[src/rtl/skid_pipe_reg.sv]
// skid_pipe_reg
// Elastic pipeline register with valid/ready handshakes on both sides.
// A one-entry skid buffer absorbs downstream backpressure. This keeps
// in_ready a function of the local state and flush only, so there is no
// combinational path from out_ready to in_ready. A synchronous flush
// squashes every held word, for example on a branch or jump redirect.
//
// Optional feature: define SKID_PIPE_REG_STALL_CNT_EN to add a 16-bit
// saturating stall counter output (stall_cnt). Reset clears it; flush
// does not.
//
// Ports:
//   clk        single clock, rising-edge
//   rst        asynchronous reset, active-low
//   flush      synchronous squash of all held words
//   in_valid   upstream word present on in_data
//   in_ready   block can accept a word this cycle
//   in_data    upstream data word [n-1:0]
//   out_valid  out_data holds a valid word
//   out_ready  downstream accepts the word this cycle
//   stall_cnt  (optional) cycles with out_valid=1 and out_ready=0
//   out_data   downstream data word [n-1:0], always the main register
module skid_pipe_reg #(
  parameter int n = 32
) (
  input  logic         clk,
  input  logic         rst,
  input  logic         flush,
  input  logic         in_valid,
  output logic         in_ready,
  input  logic [n-1:0] in_data,
  output logic         out_valid,
  input  logic         out_ready,
`ifdef SKID_PIPE_REG_STALL_CNT_EN
  output logic [15:0]  stall_cnt,
`endif
  output logic [n-1:0] out_data
);

  typedef enum logic [1:0] {
    EMPTY = 2'd0,
    BUSY  = 2'd1,
    FULL  = 2'd2
  } state_t;

  state_t       state;
  state_t       state_next;
  logic [n-1:0] main_data;
  logic [n-1:0] main_next;
  logic [n-1:0] skid_data;
  logic [n-1:0] skid_next;
  logic         in_fire;
  logic         out_fire;

  // State and data registers. Reset returns everything to zero so the
  // output reads as an idle, zeroed word immediately.
  always_ff @(posedge clk or negedge rst) begin
    if (!rst) begin
      state     <= EMPTY;
      main_data <= '0;
      skid_data <= '0;
    end else begin
      state     <= state_next;
      main_data <= main_next;
      skid_data <= skid_next;
    end
  end

  // Next-state logic and handshake outputs. Flush takes priority over
  // everything. A downstream accept in the flush cycle is still a legal
  // consume, and nothing is accepted from upstream in that cycle.
  always_comb begin
    state_next = state;
    main_next  = main_data;
    skid_next  = skid_data;
    in_ready   = (state != FULL) && !flush;
    out_valid  = (state != EMPTY);
    out_data   = main_data;
    in_fire    = in_valid && in_ready;
    out_fire   = out_valid && out_ready;

    if (flush) begin
      state_next = EMPTY;
    end else begin
      unique case (state)
        EMPTY: begin
          if (in_fire) begin
            main_next  = in_data;
            state_next = BUSY;
          end
        end
        BUSY: begin
          if (in_fire && out_fire) begin
            main_next = in_data;
          end else if (in_fire) begin
            // Downstream stalled, so park the new word behind main.
            skid_next  = in_data;
            state_next = FULL;
          end else if (out_fire) begin
            state_next = EMPTY;
          end
        end
        FULL: begin
          if (out_fire) begin
            main_next  = skid_data;
            state_next = BUSY;
          end
        end
        default: begin
          state_next = EMPTY;
        end
      endcase
    end
  end

`ifdef SKID_PIPE_REG_STALL_CNT_EN
  // Counts cycles in which a valid word sits unconsumed. The count
  // saturates rather than wraps, and only reset clears it.
  always_ff @(posedge clk or negedge rst) begin
    if (!rst) begin
      stall_cnt <= '0;
    end else if (out_valid && !out_ready && (stall_cnt != 16'hFFFF)) begin
      stall_cnt <= stall_cnt + 16'd1;
    end
  end
`endif

endmodule

[config.mk]
export PLATFORM = sky130hd
export DESIGN_NAME = skid_pipe_reg
export DESIGN_NICKNAME = d
export VERILOG_FILES = /design/src/rtl/skid_pipe_reg.sv
export SDC_FILE = /design/constraint.sdc
export NUM_CORES = 1
export LEC_CHECK = 0
export ABC_AREA = 1
export BUFFER_PORTS_ARGS = -buffer_cell sky130_fd_sc_hd__buf_2
export CAP_MARGIN = 15
export CORE_ASPECT_RATIO = 0.5
export CORE_MARGIN = 3
export CORE_UTILIZATION = 30
export DETAILED_ROUTE_END_ITERATION = 10
export GPL_TIMING_DRIVEN = 0
export PLACE_DENSITY = 0.5
export SLEW_MARGIN = 20
export SYNTH_ARGS = -nofsm -noshare
export SYNTH_HDL_FRONTEND = slang
export SYNTH_SLANG_ARGS = --single-unit
[constraint.sdc]
create_clock -name clk -period 1.7 [get_ports clk]
set_input_delay 0.085 -clock clk [delete_from_list [all_inputs] [get_ports clk]]
set_output_delay 0.085 -clock clk [all_outputs]
set_load 0.03 [all_outputs]
==> metrics <==
CP Cell Sequence=inv_2 > buf_6 > clkbuf_2 > a21oi_2 > buf_4; vias in the first global route=between 3000 and 4000; #FFs+latches synth=66; Worst Path Max Fanout=10; Die W=between 150 and 200 µm; worst path arrival time=1.53 ns; Post-Syn Area=between 3000 and 4000 µm²; worst setup path start=state[0]; Synth top area share=between 50% and 60%; GRT Total Usage=about 16%; Die Ht=approximately 79 µm; Yosys cell types=17; antenna-violating nets left=0; root buf cell=clkbuf_16; CTS Sinks=66; WS Path Type=flop to output port; worst hold slack=0.00248 ns; Synth Instances=418; GRT overflow=0; Clk pin slew, worst setup/hold paths=0.06 ns; hold path startpoint=in_data[4]; Final HPWL DP=6400 µm; setup slack after layout=0.0828 ns; placer congestion estimate=0.747; CP top delay family=buffers and inverters; DR WL/cell=14.4 µm; first-pass GRT wire length=15900 µm; Min Clock Period, post-route=1.62 ns; PwrDens=~1500 nW/µm²; initial antenna violation count=0; highest clock rate=618 MHz; row cnt=26; Max Slew Vio Count=0; top cells by count, synth=202 x nand2_1, 66 x dfrtp_1, 64 x nand3_1, 36 x nand4_1, 19 x buf_2; Syn. warnings=0; CP bufs+invs=4; Clock Latency Late Sink=approximately 0.33 ns; area grow syn2layout=30.4%; core area=10300 µm²; Slew HR=76.3%; vias per std cell=4.83; total power=between 6 and 7 mW; CP Capture Type=output port; pin count of the biggest net entering global routing=54; register area share after synthesis=51.1%; htree depth=3; Initial DRC Count=194; Top Ports=just over 70; vias=3152; Post-synth EDFFs=0; Hold Vio Cnt, Final=0; crit-path max cell delay=0.42 ns; Post-Route WL=9410 µm; Area contributors post-synth=dfrtp_1 51%, nand2_1 23%, nand3_1 9.9%; ANT cells=0; RSZ-0062 raised after global routing=no; DRT Pass-1 Iters=4; Die ar.=12100 µm²; FF-to-FF Start=state[0]; FILL cells=1138; Place WS=roughly 0.003 ns; Worst IR Drop VDD=589 µV; Max clock buf depth=2; Clock Skews=0.00477 ns; syn_area_per_cell=7.73 µm²; Starting Density=between 30 and 40%; top-count cell post-synth=nand2_1; WP data required=1.62 ns; worst hold path class=input pin to flop; predominant post-synthesis flop cell=dfrtp_1; Mapped Nets=roughly 460; Port Buffers=70; Max-Cap Viols=0; layout cells sized above 1=around a quarter; startpoint types=flop; # DRC=0; fin nets=approximately 540; period utilization=a little over nine tenths; largest area contributor in the netlist=dfrtp_1; Final setup viols=0; TritonCTS clock tree=done; Tightest Pin Transition=0.354 ns; CTS Buf Count=9; Max stage delay cell, worst path=dfrtp_2; status=finished, final reports clean; Async SR Flop Fraction=100%; LEAKAGE=2.35 nW
==> cell families after synthesis <==
| group | Yosys count | share of synthesized area, % |
|---|---|---|
| compound gates | 4 | 1.08 |
| flops | 66 | 51.1 |
| buf+inv | 40 | 6.31 |
| simple gates | 308 | 41.5 |
==> path summary, 6_finish.rpt <==
path                            cells past startpoint            to  slack, ns
max in group asynchronous                           3      state[0]       1.01
min in group asynchronous                           2   out_data[9]       0.15
worst min register to register                      2   out_data[9]       0.46
worst max-delay path                                5      in_ready       0.08
worst min-delay path                                3  skid_data[4]      0.002
worst max register to register                      8  out_data[12]       0.13
==> power breakdown <==
group	internal, mW	switching, mW	total, mW
registers	2.16	0.315	2.48
clock network	1.28	0.727	2.01
logic	0.621	1.42	2.04
total	4.06	2.46	6.52
==> layout make-up <==
| cell class | instances | area, µm² | area share, % |
|---|---|---|---|
| flip-flops and latches | 66 | 1650 | 39.2 |
| plain buffers | 32 | 185 | 4.39 |
| well taps | 140 | 175 | 4.16 |
| clock buffers | 9 | 225 | 5.34 |
| inverters | 8 | 30.0 | 0.712 |
| repair buffers | 78 | 453 | 10.7 |
| clock inverters | 7 | 93.8 | 2.23 |
| multi-input cells | 312 | 1400 | 33.2 |
==> layer usage <==
layer / wire length (µm) / GRT usage (%) / vias to the layer above
li1: - / - / 1551
met1: 4730 / 22.5 / 1535
met4: 64 / 3.73 / 0
met3: 321 / 4.49 / 7
met2: 4290 / 25.3 / 59
met5: 0 / 0 / -
==> repair_timing <==
item,4_1_cts,5_1_grt
setup endpoints to repair,10,60
hold endpoints to repair,72,0
gates resized for setup,5,18
buffers inserted,0,0
gates cloned,0,0
hold buffers,7,0
==> sequential cells by signal (all words and copies together) (netlist names) <==
signal,flops
out_data,32
skid_data,32
state,2
==> tightest hold or removal path, cell delays in order <==
cell and delay, ns:
buf_2 0.09, nand3_1 0.07, nand2_1 0.06
==> placed cells by master, fill, tap and decap left out, types with 2 or more instances in the layout <==
cell type	n
buf_2	87
buf_4	2
buf_6	4
bufinv_16	2
clkbuf_16	9
clkbuf_2	9
clkinv_2	2
clkinvlp_4	2
dfrtp_1	65
dlygate4sd3_1	7
inv_1	4
inv_2	4
nand2_1	200
nand2_2	4
nand3_1	64
nand4_1	36
nor2_1	2
==> metrics by stage <==
stage          util [%]  instance area [µm²]  TNS, ns  std cells
6_report           40.7                 4220        0        652
5_1_grt            40.7                 4220        0        652
4_1_cts            40.5                 4190        0        652
3_5_place_dp       36.6                 3790        0        629
3_3_place_gp       36.3                 3760  -0.0165        628
2_1_floorplan         -                 3230        0        418
Power figures use the tool's default switching activity.
